## src/rtl/hpdmc_rdcapture_if.sv

```systemverilog
// ---------------------------------------------------------------------------
// hpdmc_rdcapture_if
//   Bundles the request and data signals between the hpdmc read controller,
//   the IDDR capture array and the read-path consumer.
//   The slave side is the capture block. The master side is the controller
//   and consumer, which is also the testbench.
//
//   rd_issue    READ command issued this cycle (controller -> capture)
//   rd_lat      read latency in cycles, quasi-static (controller -> capture)
//   q0 / q1     rising / falling edge beat of this cycle (IDDR -> capture)
//   dout        {q1,q0} word at the FIFO head (capture -> consumer)
//   dout_last   head word closes its burst
//   dout_valid  head word valid
//   dout_ready  consumer takes the head this cycle (consumer -> capture)
//   issue_err   pulse: a READ was refused because it came too early
//   overflow    sticky: a captured word was dropped because the FIFO was full
//   busy        a read is in flight or words are still queued
// ---------------------------------------------------------------------------
interface hpdmc_rdcapture_if #(
    parameter int DQ_WIDTH = 16,
    parameter int LAT_MAX  = 15
);
    localparam int LAT_W = $clog2(LAT_MAX + 1);

    logic                    rd_issue;
    logic [LAT_W-1:0]        rd_lat;
    logic [DQ_WIDTH-1:0]     q0;
    logic [DQ_WIDTH-1:0]     q1;
    logic [2*DQ_WIDTH-1:0]   dout;
    logic                    dout_last;
    logic                    dout_valid;
    logic                    dout_ready;
    logic                    issue_err;
    logic                    overflow;
    logic                    busy;

    modport master (
        output rd_issue, rd_lat, q0, q1, dout_ready,
        input  dout, dout_last, dout_valid, issue_err, overflow, busy
    );

    modport slave (
        input  rd_issue, rd_lat, q0, q1, dout_ready,
        output dout, dout_last, dout_valid, issue_err, overflow, busy
    );
endinterface

```

## src/rtl/hpdmc_rdcapture.sv

```systemverilog
// ---------------------------------------------------------------------------
// hpdmc_rdcapture
//   DDR read capture for hpdmc. The block receives q0/q1 beats that the IDDR
//   array has already moved into the sys_clk domain.
//   A delay line counts rd_lat cycles from each accepted READ and then starts
//   a capture of BC = BURST_LEN/2 words. Each word is {q1,q0}, and the last
//   word of every burst is tagged. The words go into a small FIFO with a
//   valid/ready head.
//
//   Ports:
//     sys_clk    system clock, all state on the rising edge
//     sys_rst_n  asynchronous active-low reset
//     bus        hpdmc_rdcapture_if.slave. This carries the issue and latency
//                inputs, the q0/q1 beats, the FIFO head with its valid/ready
//                handshake, and the issue_err / overflow / busy status.
//
//   Timing, with T the edge where the READ is accepted and L the effective
//   rd_lat:
//     - capture edges are T+L .. T+L+BC-1
//     - a word captured at edge E is pushed at edge E+1
//     - that word is visible on dout after edge E+1
// ---------------------------------------------------------------------------
module hpdmc_rdcapture #(
    parameter int DQ_WIDTH   = 16,
    parameter int BURST_LEN  = 4,
    parameter int LAT_MAX    = 15,
    parameter int FIFO_DEPTH = 4
) (
    input  logic               sys_clk,
    input  logic               sys_rst_n,
    hpdmc_rdcapture_if.slave   bus
);

    localparam int BC     = BURST_LEN / 2;
    localparam int BEAT_W = (BC > 1) ? $clog2(BC) : 1;
    localparam int LAT_W  = $clog2(LAT_MAX + 1);
    localparam int PTR_W  = $clog2(FIFO_DEPTH);
    localparam int CNT_W  = PTR_W + 1;
    localparam int WORD_W = 2 * DQ_WIDTH;

    localparam logic [BEAT_W-1:0] BEAT_LAST = BEAT_W'(BC - 1);
    localparam logic [CNT_W-1:0]  CNT_FULL  = CNT_W'(FIFO_DEPTH);

    typedef enum logic {
        S_IDLE,
        S_CAPTURE
    } state_t;

    // Latency 0 is meaningless for a registered capture, so it is treated as 1.
    // Values beyond the delay line length are clamped to its last tap.
    function automatic logic [LAT_W-1:0] sat_lat(input logic [LAT_W-1:0] lat);
        if (lat == '0)
            return LAT_W'(1);
        else if (int'(lat) > LAT_MAX)
            return LAT_W'(LAT_MAX);
        else
            return lat;
    endfunction

    // ---------------------------------------------------------------
    // Issue guard and latency delay line
    // ---------------------------------------------------------------
    logic [LAT_W-1:0]   lat_eff;
    logic [LAT_W-1:0]   tap_idx;
    logic               issue_ok;
    logic               start;

    logic [BEAT_W-1:0]  cool_q, cool_d;
    logic [LAT_MAX-1:0] dl_q, dl_d;
    logic               rej_q;
    logic               issue_err_q;

    assign lat_eff  = sat_lat(bus.rd_lat);
    assign tap_idx  = lat_eff - 1'b1;
    assign issue_ok = bus.rd_issue & (cool_q == '0);
    assign start    = dl_q[tap_idx];

    always_comb begin
        cool_d = cool_q;
        if (issue_ok)
            cool_d = BEAT_LAST;
        else if (cool_q != '0)
            cool_d = cool_q - 1'b1;
    end

    // Bits past the active tap are held at zero. An issue then leaves the
    // line as soon as it has produced its start, so busy drops right after
    // the burst instead of waiting for the full line length.
    always_comb begin
        dl_d    = '0;
        dl_d[0] = issue_ok;
        for (int i = 1; i < LAT_MAX; i++) begin
            if (i < int'(lat_eff))
                dl_d[i] = dl_q[i-1];
        end
    end

    always_ff @(posedge sys_clk or negedge sys_rst_n) begin
        if (!sys_rst_n) begin
            cool_q      <= '0;
            dl_q        <= '0;
            rej_q       <= 1'b0;
            issue_err_q <= 1'b0;
        end else begin
            cool_q      <= cool_d;
            dl_q        <= dl_d;
            // The refusal is registered first, and the pulse appears on the
            // port one cycle after that.
            rej_q       <= bus.rd_issue & ~issue_ok;
            issue_err_q <= rej_q;
        end
    end

    // ---------------------------------------------------------------
    // Burst framing FSM and capture register
    // ---------------------------------------------------------------
    state_t             state_q;
    logic [BEAT_W-1:0]  beat_q;
    logic [BEAT_W-1:0]  beat_idx;
    logic               cap_en;
    logic               cap_last;

    logic               cap_vld_q;
    logic               cap_last_q;
    logic [WORD_W-1:0]  cap_data_q;

    // beat_idx is the position, within its burst, of the word captured at
    // this edge.
    assign cap_en   = start | (state_q == S_CAPTURE);
    assign beat_idx = (state_q == S_CAPTURE) ? beat_q + 1'b1 : '0;
    assign cap_last = (beat_idx == BEAT_LAST);

    always_ff @(posedge sys_clk or negedge sys_rst_n) begin
        if (!sys_rst_n) begin
            state_q    <= S_IDLE;
            beat_q     <= '0;
            cap_vld_q  <= 1'b0;
            cap_last_q <= 1'b0;
        end else begin
            cap_vld_q  <= cap_en;
            cap_last_q <= cap_en & cap_last;
            case (state_q)
                S_IDLE: begin
                    if (start) begin
                        beat_q  <= '0;
                        // A one-word burst is complete on its start edge.
                        state_q <= (BC == 1) ? S_IDLE : S_CAPTURE;
                    end
                end
                S_CAPTURE: begin
                    if (cap_last) begin
                        beat_q  <= '0;
                        state_q <= start ? S_CAPTURE : S_IDLE;
                    end else begin
                        beat_q  <= beat_idx;
                    end
                end
                default: begin
                    state_q <= S_IDLE;
                    beat_q  <= '0;
                end
            endcase
        end
    end

    always_ff @(posedge sys_clk) begin
        if (cap_en)
            cap_data_q <= {bus.q1, bus.q0};
    end

    // ---------------------------------------------------------------
    // Output FIFO
    // ---------------------------------------------------------------
    logic [WORD_W:0]    mem_q [FIFO_DEPTH];
    logic [PTR_W-1:0]   wr_ptr_q, wr_ptr_d;
    logic [PTR_W-1:0]   rd_ptr_q, rd_ptr_d;
    logic [CNT_W-1:0]   count_q, count_d;
    logic               overflow_q, overflow_d;
    logic [PTR_W-1:0]   head_sel;

    logic               push;
    logic               pop;
    logic               full;
    logic               push_ok;

    assign push    = cap_vld_q;
    assign pop     = (count_q != '0) & bus.dout_ready;
    assign full    = (count_q == CNT_FULL);
    // When the FIFO is full, a pop on the same edge frees the slot the push
    // needs.
    assign push_ok = push & (~full | pop);

    always_comb begin
        wr_ptr_d   = push_ok ? wr_ptr_q + 1'b1 : wr_ptr_q;
        rd_ptr_d   = pop     ? rd_ptr_q + 1'b1 : rd_ptr_q;
        overflow_d = overflow_q | (push & full & ~pop);
        case ({push_ok, pop})
            2'b10:   count_d = count_q + 1'b1;
            2'b01:   count_d = count_q - 1'b1;
            default: count_d = count_q;
        endcase
    end

    always_ff @(posedge sys_clk or negedge sys_rst_n) begin
        if (!sys_rst_n) begin
            wr_ptr_q   <= '0;
            rd_ptr_q   <= '0;
            count_q    <= '0;
            overflow_q <= 1'b0;
        end else begin
            wr_ptr_q   <= wr_ptr_d;
            rd_ptr_q   <= rd_ptr_d;
            count_q    <= count_d;
            overflow_q <= overflow_d;
        end
    end

    always_ff @(posedge sys_clk or negedge sys_rst_n) begin
        if (!sys_rst_n) begin
            for (int i = 0; i < FIFO_DEPTH; i++)
                mem_q[i] <= '0;
        end else if (push_ok) begin
            mem_q[wr_ptr_q] <= {cap_last_q, cap_data_q};
        end
    end

    // When the FIFO is empty, write and read pointers are equal. The slot
    // just behind the read pointer holds the most recently popped word, and
    // it stays intact until the FIFO fills again. Showing that slot keeps
    // dout at its last value while dout_valid is low.
    assign head_sel = (count_q != '0) ? rd_ptr_q : rd_ptr_q - 1'b1;

    // ---------------------------------------------------------------
    // Outputs
    // ---------------------------------------------------------------
    assign {bus.dout_last, bus.dout} = mem_q[head_sel];
    assign bus.dout_valid = (count_q != '0);
    assign bus.issue_err  = issue_err_q;
    assign bus.overflow   = overflow_q;
    assign bus.busy       = (|dl_q) | (state_q == S_CAPTURE) | cap_vld_q
                          | (count_q != '0);

endmodule

```

## src/flat_wrapper.sv

```systemverilog
// flat-port wrapper written by rule: the top's interface ports become plain ports
module hpdmc_rdcapture_flat 
#(
    parameter int DQ_WIDTH   = 16,
    parameter int BURST_LEN  = 4,
    parameter int LAT_MAX    = 15,
    parameter int FIFO_DEPTH = 4
)
  (sys_clk, sys_rst_n, bus_rd_issue, bus_rd_lat, bus_q0, bus_q1, bus_dout_ready, bus_dout, bus_dout_last, bus_dout_valid, bus_issue_err, bus_overflow, bus_busy);
  hpdmc_rdcapture_if #(.DQ_WIDTH(DQ_WIDTH), .LAT_MAX(LAT_MAX)) bus_i ();
  input  logic sys_clk;
  input  logic sys_rst_n;
  input wire logic [$bits(bus_i.rd_issue)-1:0] bus_rd_issue;
  input wire logic [$bits(bus_i.rd_lat)-1:0] bus_rd_lat;
  input wire logic [$bits(bus_i.q0)-1:0] bus_q0;
  input wire logic [$bits(bus_i.q1)-1:0] bus_q1;
  input wire logic [$bits(bus_i.dout_ready)-1:0] bus_dout_ready;
  output wire logic [$bits(bus_i.dout)-1:0] bus_dout;
  output wire logic [$bits(bus_i.dout_last)-1:0] bus_dout_last;
  output wire logic [$bits(bus_i.dout_valid)-1:0] bus_dout_valid;
  output wire logic [$bits(bus_i.issue_err)-1:0] bus_issue_err;
  output wire logic [$bits(bus_i.overflow)-1:0] bus_overflow;
  output wire logic [$bits(bus_i.busy)-1:0] bus_busy;
  assign bus_i.rd_issue = bus_rd_issue;
  assign bus_i.rd_lat = bus_rd_lat;
  assign bus_i.q0 = bus_q0;
  assign bus_i.q1 = bus_q1;
  assign bus_i.dout_ready = bus_dout_ready;
  assign bus_dout = bus_i.dout;
  assign bus_dout_last = bus_i.dout_last;
  assign bus_dout_valid = bus_i.dout_valid;
  assign bus_issue_err = bus_i.issue_err;
  assign bus_overflow = bus_i.overflow;
  assign bus_busy = bus_i.busy;
  hpdmc_rdcapture #(.DQ_WIDTH(DQ_WIDTH), .BURST_LEN(BURST_LEN), .LAT_MAX(LAT_MAX), .FIFO_DEPTH(FIFO_DEPTH)) u_core (.sys_clk(sys_clk), .sys_rst_n(sys_rst_n), .bus(bus_i));
endmodule
```

## config.mk

```make
export PLATFORM = sky130hd
export DESIGN_NAME = hpdmc_rdcapture_flat
export DESIGN_NICKNAME = d
export VERILOG_FILES = /design/src/rtl/hpdmc_rdcapture_if.sv /design/src/rtl/hpdmc_rdcapture.sv /design/src/flat_wrapper.sv
export SDC_FILE = /design/constraint.sdc
export NUM_CORES = 1
export LEC_CHECK = 0
export BUFFER_PORTS_ARGS = -buffer_cell sky130_fd_sc_hd__buf_4
export CAP_MARGIN = 20
export CORE_MARGIN = 2
export CORE_UTILIZATION = 53
export DETAILED_ROUTE_END_ITERATION = 8
export HOLD_SLACK_MARGIN = 0.08
export PLACE_DENSITY = 0.75
export SLEW_MARGIN = 20
export SYNTH_ARGS = -nofsm -noshare
export SYNTH_HDL_FRONTEND = slang
export SYNTH_SLANG_ARGS = --single-unit
export TNS_END_PERCENT = 5
```

## constraint.sdc

```tcl
create_clock -name sys_clk -period 2.9 [get_ports sys_clk]
set_input_delay 0.435 -clock sys_clk [delete_from_list [all_inputs] [get_ports sys_clk]]
set_output_delay 0.435 -clock sys_clk [all_outputs]
set_load 0.01 [all_outputs]
```

==> results.md, run 1 <==
- Crit Path Max Fanout: 10
- Starting density of the core: 53.5%
- CTS max path bufs: 2
- Grt total ovfl: 0
- Worst Tran Pin Value: 0.821 ns
- First-pass GRT wire length: 25.5 mm
- Synth cell types: 41
- Max Slew Vio Count: 0
- Min-delay src: bus_q0[7]
- Vias: 4478
- Ys flop type: dfrtp_1
- Via density: 5.76
- Synthesized area: 8050 µm²
- Crit end category: output port
- CTS sink count: 192
- Initial antenna violation count: 0
- WS Path Type: flip-flop to output port
- Outcome: finished clean
- Post-DR wirelength/cell: 19.8 µm
- Slew headroom: 45.1%
- Num ports: 77
- Worst hold-check path type: input port to flip-flop
- Worst-path clk slew: 0.06 ns
- GRT Util Overall: 20.9%
- Static leakage: 4.21 nW
- DRT Wirelength: 15.4 mm
- Commonest non-fill, non-tap cells in the layout: dfrtp_1, mux2_2, buf_4
- Final antenna-violating net count: 0
- Number of port buffers: 76
- Post-synth ARST share: 83.3%
- Root Buffer: clkbuf_16
- Vias in the first global route: 4925
- Share of cells above drive strength 1: 52.3%
- CTS tree: yes
- Final setup fails: 0
- Worst Skew: 0.00790 ns
- Final setup margin: 0.0581 ns
- ANT cells: 0
- Power per cell area: 1300 nW/µm²
- Final setup TNS: 0 ns
- Sequential share of the synthesized area: 61.7%
- Worst path arrival time: 2.41 ns
- #FFs+latches synth: 192
- Die Width: 127 µm
- Layout overhead on the synthesized area: 21.5%
- Yosys warns: 0
- RePlAce Congestion: 0.841
- Row count: 45
- Post-synth EDFFs: 32
- Max-cap violations: 0
- Final hold viol count: 0
- Minimum clock period: 2.84 ns
- Core Area: 15000 µm²
- Inserted Clock Buffers: 17
- Post-synthesis cell count: 481
- CP startpoint: u_core.count_q[0]
- VDD IR max: 0.000622 V
- Commonest non-fill, non-tap cell in the layout: dfrtp_1
- Mean post-synth cell area: 16.7 µm²
- DIE AREA: 16200 µm²
- Total DRC errors in the routed layout: 0
- Largest net degree at the start of global routing: 72
- Chip height: 127 µm
- First DRT Iteration DRCs: 222
- RSZ-0062 raised after global routing: yes
- Nets: 624
- CP startpoint kind: flip-flop
- Pre-antenna DRT Iters: 4
- Mapped Nets: 529
- Post-DP HPWL: 9.78 mm
- Critical path data required time: 2.47 ns
- CTS H-Tree Depth: 4
- Hold path cells: 1
- R2R depth: 10
- Fmax: 0.352 GHz
- Worst skew pair latency: 0.42 ns
- Pre-CTS setup slack: 0.133 ns
- Period utilization: 98.0%
- Reg-to-reg startpoint: u_core.count_q[1]
==> final timing paths <==
kind                                   endpoint  slack (ns)
setup reg to reg              u_core.count_q[2]        0.33
hold reg to reg            u_core.bus.issue_err        0.37
setup / recovery                   bus_dout[12]        0.06
hold / removal             u_core.cap_data_q[7]        0.19
min in group asynchronous      u_core.mem_q[16]        0.54
max in group asynchronous     u_core.mem_q[104]        1.50
==> flip-flops by register name, indices dropped and copies added (netlist names), 2 cells and up <==
signal and count:
u_core.mem_q 132, u_core.cap_data_q 32, u_core.dl_q 15, u_core.count_q 3, u_core.rd_ptr_q 2, u_core.wr_ptr_q 2
==> where the power goes <==
| part | leakage [nW] | internal (W) | switching [W] |
|---|---|---|---|
| clock | 0.307 | 0.00148 | 0.000953 |
| combinational | 1.66 | 0.00354 | 0.00228 |
| sequential | 2.24 | 0.00386 | 0.000584 |
==> cell type report <==
class | instances | area [µm²]
Inverter | 12 | 45.0
Fill cell | 1074 | 5260
Multi-Input combinational cell | 252 | 2940
Timing Repair Buffer | 101 | 968
Clock inverter | 11 | 161
Tap cell | 188 | 235
Sequential cell | 192 | 4960
Clock buffer | 21 | 460
==> stage by stage <==
step | util, % | cell area (µm²) | power, W | std cells | hold WS (ns)
after floorplan | - | 8090 | 0.00776 | 481 | 0.139
after global placement | 59.7 | 8980 | 0.00955 | 737 | 0.345
after detailed placement | 59.7 | 8980 | 0.00979 | 737 | 0.346
after CTS | 64.9 | 9760 | 0.0128 | 777 | 0.166
after global routing | 65.0 | 9780 | 0.0134 | 777 | 0.165
final | 65.0 | 9780 | 0.0127 | 777 | 0.186
==> cell usage after synthesis (3+ instances only) <==
library cell / instances / share of area [%]
xor2_1: 4 / 0.44
edfxtp_1: 32 / 12
nor2_1: 5 / 0.23
a21oi_1: 5 / 0.31
and2_1: 5 / 0.39
ha_1: 7 / 1.1
a21boi_0: 3 / 0.28
nor2b_1: 5 / 0.39
inv_1: 12 / 0.56
xnor2_1: 4 / 0.44
mux2_2: 132 / 18
buf_2: 15 / 0.93
nand3_1: 3 / 0.19
dfrtp_1: 160 / 50
clkbuf_1: 6 / 0.28
o21ai_0: 4 / 0.25
nand2_1: 10 / 0.47
nor4_1: 3 / 0.23
buf_6: 4 / 0.56
mux4_2: 33 / 9.2
==> critical path, cell delays in order, from the launching register on <==
cell,delay [ns]
dfrtp_1,0.38
or3_4,0.44
xor2_4,0.16
buf_12,0.15
buf_12,0.15
mux4_2,0.55
buf_6,0.15
==> repair_timing <==
| action | 4_1_cts | 5_1_grt |
|---|---|---|
| gates resized for setup | 12 | 12 |
| pin swaps | 1 | 1 |
| endpoints found under the setup margin | 33 | 15 |
| buffers inserted | 5 | 1 |
| hold endpoints to repair | 54 | 0 |
| hold buffers | 1 | 0 |
| cloned | 2 | 0 |
==> cell families after synthesis <==
kind of cell / share of synthesized area, %
multiplexers: 28.4
buffers and inverters: 2.33
flip-flops: 61.7
adder cells (fa/ha/maj): 1.34
XOR/XNOR: 1.21
AO/OA/AOI/OAI: 2.22
AND/OR/NAND/NOR: 2.81
==> layer usage <==
metal	track usage (%)	vias to the layer above	part of all wire [%]
li1	-	1971	-
met4	6.40	0	1.4
met3	4.86	16	4.1
met2	35.2	122	51
met1	27.3	2369	44
met5	0	-	0
No activity file was read; power rests on OpenSTA's default activity.
==> run 2: changes to the inputs <==
--- a/config.mk
+++ b/config.mk
@@ -7,11 +7,13 @@
 export LEC_CHECK = 0
 export BUFFER_PORTS_ARGS = -buffer_cell sky130_fd_sc_hd__buf_4
 export CAP_MARGIN = 20
+export CELL_PAD_IN_SITES_DETAIL_PLACEMENT = 1
+export CELL_PAD_IN_SITES_GLOBAL_PLACEMENT = 2
 export CORE_MARGIN = 2
-export CORE_UTILIZATION = 53
+export CORE_UTILIZATION = 39
 export DETAILED_ROUTE_END_ITERATION = 8
 export HOLD_SLACK_MARGIN = 0.08
-export PLACE_DENSITY = 0.75
+export PLACE_DENSITY_LB_ADDON = 0.1
 export SLEW_MARGIN = 20
 export SYNTH_ARGS = -nofsm -noshare
 export SYNTH_HDL_FRONTEND = slang
==> run 2 against run 1 <==
Against the previous run:
- sequential power about the same
- routed wire length increased by 14%
- worst hold slack got worse by 0.0050 ns
- sequential cell count unchanged
- core utilization decreased by 16 points
- setup slack got worse by 0.042 ns
- maximum frequency decreased by 1.5%
- critical path type unchanged
- largest cell class unchanged
- largest power group unchanged
==> results.md, run 2 (synthesized netlist as in run 1, its figures left out) <==
- Starting density of the core: 39.8%
- Power per cell area: 1310 nW/µm²
- Crit end category: output port
- Worst hold-check path type: input port to flip-flop
- Vias: 4480
- CTS max path bufs: 2
- GRT Util Overall: 17.1%
- Final setup TNS: 0 ns
- DIE AREA: 21800 µm²
- Row count: 52
- Critical path data required time: 2.47 ns
- Largest net degree at the start of global routing: 58
- CTS H-Tree Depth: 4
- Chip height: 148 µm
- Slew headroom: 39.9%
- Num ports: 77
- ANT cells: 0
- VDD IR max: 0.000491 V
- Worst skew pair latency: 0.43 ns
- CTS tree: yes
- Die Width: 148 µm
- Crit Path Max Fanout: 8
- Pre-antenna DRT Iters: 4
- Fmax: 0.347 GHz
- CTS sink count: 192
- Minimum clock period: 2.88 ns
- RePlAce Congestion: 0.763
- Inserted Clock Buffers: 17
- Period utilization: 99.5%
- Nets: 631
- Max Slew Vio Count: 0
- Biggest regs: u_core.mem_q: 132 flops, u_core.cap_data_q: 32 flops, u_core.dl_q: 15 flops
- Outcome: finished clean
- Hold Slack: 0.181 ns
- First-pass GRT wire length: 28.4 mm
- Static leakage: 4.26 nW
- Final antenna-violating net count: 0
- Worst-path clk slew: 0.07 ns
- Commonest non-fill, non-tap cells in the layout: dfrtp_1, mux2_2, buf_4
- Largest register FFs: 132
- Via density: 5.18
- Worst Tran Pin Value: 0.900 ns
- RSZ-0062 raised after global routing: yes
- Final hold viol count: 0
- Hold path cells: 1
- DRT Wirelength: 17.6 mm
- Root Buffer: clkbuf_16
- Largest Register: u_core.mem_q
- Core Area: 20200 µm²
- Share of cells above drive strength 1: 52.6%
- Worst path arrival time: 2.45 ns
- Commonest non-fill, non-tap cell in the layout: dfrtp_1
- Final setup fails: 0
- CP startpoint kind: flip-flop
- Grt total ovfl: 0
- Fill count: 1910
- First DRT Iteration DRCs: 143
- Post-DP HPWL: 10.8 mm
- Worst Skew: 0.0121 ns
- Post-DR wirelength/cell: 20.4 µm
- R2R depth: 6
- Initial antenna violation count: 0
- Layout overhead on the synthesized area: 24.3%
- WS Path Type: flip-flop to output port
- Number of port buffers: 76
- Total DRC errors in the routed layout: 0
- Vias in the first global route: 4970
- Max-cap violations: 0
- Final core utilization: 49.4%
- Pwr Total: 0.0131 W
==> run 2: cell count changes in the layout (fill, tap and decap cells not counted), sizes merged <==
cell / delta
clkbuf: +3
clkinv: -4
inv: +4
bufinv: -1
buf: +4
==> run 2: final cells by class <==
class,count,area (µm²),area share (%)
clock buffers,21,460,4.60
clock inverters,10,150,1.50
inverters,12,45.0,0.450
multi-input cells,252,2960,29.5
flip-flops and latches,192,4960,49.6
well taps,270,338,3.38
repair buffers,108,1090,10.9
==> run 2: worst paths after layout <==
path | slack, ns | to | startpoint
hold reg to reg | 0.36 | u_core.bus.issue_err | u_core.rej_q
min in group asynchronous | 0.55 | u_core.mem_q[18] | sys_rst_n
hold / removal | 0.18 | u_core.cap_data_q[0] | bus_q0[0]
setup / recovery | 0.02 | bus_dout[31] | u_core.count_q[2]
setup reg to reg | 0.31 | u_core.mem_q[88] | u_core.count_q[2]
max in group asynchronous | 1.58 | u_core.mem_q[123] | sys_rst_n
==> run 2: per-layer routing <==
metal | track usage, % | vias up | wire [µm]
met5 | 0 | - | 0
met3 | 3.36 | 16 | 530
li1 | - | 1994 | -
met2 | 27.7 | 90 | 8640
met4 | 4.52 | 0 | 178
met1 | 23.8 | 2380 | 8290
==> run 2: report_power, final <==
part | switching, W | total [W] | internal [W]
Combinational | 0.00246 | 0.00627 | 0.00381
Clock | 0.00101 | 0.00242 | 0.00141
Sequential | 0.000578 | 0.00444 | 0.00386
Total | 0.00405 | 0.0131 | 0.00909
==> run 2: timing repair <==
item	in CTS	in global routing
setup buffers	3	6
hold buffers	1	0
setup endpoints to repair	33	34
hold endpoints to repair	54	0
resized for setup	25	8
pin swaps	1	2
gates cloned	2	3
==> run 2: worst max-delay path: stages (launching register included) <==
cell	delay (ns)
dfrtp_1	0.40
or3_4	0.42
xor2_4	0.17
buf_6	0.16
clkbuf_16	0.18
mux4_2	0.54
buf_6	0.14
==> run 2: metrics by stage <==
step | cells | cell area [µm²] | setup WS [ns]
floorplan | 481 | 8090 | -0.576
global placement | 820 | 9070 | 0.122
detailed placement | 820 | 9070 | 0.0712
CTS | 857 | 9880 | -0.0837
global route | 865 | 10000 | -0.0693
finish | 865 | 10000 | 0.0158
==> run 3: changes to the inputs <==
--- a/config.mk
+++ b/config.mk
@@ -13,7 +13,9 @@
 export CORE_UTILIZATION = 39
 export DETAILED_ROUTE_END_ITERATION = 8
 export HOLD_SLACK_MARGIN = 0.08
+export MAX_ROUTING_LAYER = met4
 export PLACE_DENSITY_LB_ADDON = 0.1
+export SETUP_SLACK_MARGIN = 0.15
 export SLEW_MARGIN = 20
 export SYNTH_ARGS = -nofsm -noshare
 export SYNTH_HDL_FRONTEND = slang
==> run 3 against run 2 <==
Against the previous run:
- the run now ends with setup timing left
- worst hold slack lost 0.0038 ns
- critical path depth unchanged
- via count is 0.36% higher
- clock skew is 0.0013 ns higher
- critical endpoint is now bus_dout[21]
- critical path type unchanged
- clock-buffer cell count stayed put
- global-route usage grew 0.51 points
==> results.md, run 3 (synthesized netlist as in run 1, its figures left out) <==
- First-pass GRT wire length: 28.4 mm
- Min-delay src: bus_q0[0]
- Period utilization: 101%
- Vias in the first global route: 4993
- Initial antenna violation count: 0
- RSZ-0062 raised after global routing: yes
- Hold Path Sink: u_core.cap_data_q[0]
- Commonest non-fill, non-tap cells in the layout: dfrtp_1, mux2_2, buf_4
- Worst Skew: 0.0134 ns
- Clock Power Share: 18.5%
- Pint: 0.00908 W
- Sequential power share: 33.8%
- Chip height: 148 µm
- Root Buffer: clkbuf_16
- Switching Fraction: 30.9%
- Largest register FFs: 132
- Slew headroom: 40.9%
- Crit Path Max Fanout: 8
- Grt total ovfl: 0
- Pwr Total: 0.0131 W
- Worst hold-check path type: input port to flip-flop
- VDD IR max: 0.000496 V
- Terminus of the critical flop-to-flop path: u_core.mem_q[88]
- Max-cap violations: 0
- First DRT Iteration DRCs: 148
- Worst Tran Pin Value: 0.885 ns
- Final setup fails: 16
- Layout overhead on the synthesized area: 24.5%
- Pre-antenna DRT Iters: 4
- Largest net degree at the start of global routing: 58
- Crit end category: output port
- CP startpoint kind: flip-flop
- R2R setup slack: 0.43 ns
- Starting density of the core: 39.8%
- Static leakage: 4.27 nW
- Largest Register: u_core.mem_q
- Final setup margin: -0.0200 ns
- CTS H-Tree Depth: 4
- Reg-to-reg startpoint: u_core.count_q[2]
- Post-DP HPWL: 10.8 mm
- Total DRC errors in the routed layout: 0
- Biggest regs: u_core.mem_q: 132 flops, u_core.cap_data_q: 32 flops, u_core.dl_q: 15 flops
- Fill count: 1911
- Power per cell area: 1310 nW/µm²
- Vias: 4496
- Hold path cells: 1
- Comb pwr share: 47.7%
- ANT cells: 0
- Fmax: 0.342 GHz
- Row count: 52
- CTS tree: yes
- Core Area: 20200 µm²
- DIE AREA: 21800 µm²
- Final hold viol count: 0
- CTS max path bufs: 2
- WS Path Type: flip-flop to output port
- Max Slew Vio Count: 0
- Share of cells above drive strength 1: 53.0%
- Number of port buffers: 76
- GRT Util Overall: 17.6%
- CTS sink count: 192
- Worst skew pair latency: 0.43 ns
- P_sw: 0.00406 W
- Commonest non-fill, non-tap cell in the layout: dfrtp_1
- Placed Cells: 820
- Die Width: 148 µm
- Failing checks: setup timing
- Final core utilization: 49.5%
- Worst-path clk slew: 0.07 ns
- Outcome: finished with violations
- DRT Wirelength: 17.6 mm
- Minimum clock period: 2.92 ns
- Worst path arrival time: 2.48 ns
- Critical path data required time: 2.47 ns
- RePlAce Congestion: 0.773
- Post-DR wirelength/cell: 20.4 µm
- Final antenna-violating net count: 0
- Via density: 5.19
- Nets: 632
- Inserted Clock Buffers: 17
- Num ports: 77
- R2R depth: 5
- Post-Layout Cell Count: 866
run 3: changes by cell type in the layout (fill, tap and decap cells not counted), sizes merged:
cell and delta:
buf +1
run 3: power groups by stage:
stage	logic [W]	registers (W)	clock network [W]
after floorplan	0.00348	0.00428	0
after global placement	0.00528	0.00441	0
after detailed placement	0.00538	0.00450	0
after CTS	0.00606	0.00444	0.00251
after global routing	0.00673	0.00458	0.00262
final	0.00626	0.00444	0.00243
run 3: final cells by class:
class	count	area (µm²)	share of cell area (%)
clock buffers	21	460	4.60
clock inverters	10	150	1.50
inverters	12	45.0	0.450
multi-input cells	252	2970	29.7
flip-flops and latches	192	4960	49.6
well taps	270	338	3.37
repair buffers	109	1090	10.9
run 3: critical path: stages, from the launching register on:
cell       delay [ns]
dfrtp_1          0.41
or3_4            0.43
xor2_4           0.15
buf_4            0.19
clkbuf_16        0.19
mux4_2           0.54
buf_6            0.15
run 3: worst max-delay path by stage:
stage                                  from                    end  slack, ns  cells after the start
after floorplan               bus_rd_lat[1]   u_core.cap_data_q[0]      -0.58                      8
after global placement        bus_rd_lat[3]  u_core.cap_data_q[27]       0.12                      9
after detailed placement      bus_rd_lat[3]  u_core.cap_data_q[30]       0.07                      9
after CTS                 u_core.count_q[2]            bus_dout[0]      -0.08                      5
after global routing      u_core.count_q[2]           bus_dout[22]      -0.11                      7
final                     u_core.count_q[2]           bus_dout[21]      -0.02                      6
run 3: per-stage QoR:
step | setup slack (ns) | setup TNS, ns | hold WS (ns) | cell area [µm²]
after floorplan | -0.576 | -18.87 | 0.139 | 8090
after CTS | -0.0837 | -1.02 | 0.160 | 9890
after global placement | 0.122 | 0 | 0.346 | 9070
after detailed placement | 0.0712 | 0 | 0.346 | 9070
final | -0.0200 | -0.168 | 0.178 | 10000
after global routing | -0.112 | -2.76 | 0.157 | 10000
run 3: routing by layer:
layer | GRT usage, % | up-vias | share of wire [%]
met5 | - | - | 0
met4 | 4.52 | 0 | 1.1
met3 | 3.36 | 21 | 3.0
met2 | 27.9 | 88 | 49
met1 | 23.6 | 2396 | 47
li1 | - | 1991 | -
run 3: what timing repair did:
item,CTS,global route
gates cloned,2,3
pin swaps,1,3
setup endpoints to repair,34,34
endpoints found under the hold margin,54,0
resized for setup,27,3
buffers inserted,3,6
hold buffers,1,0
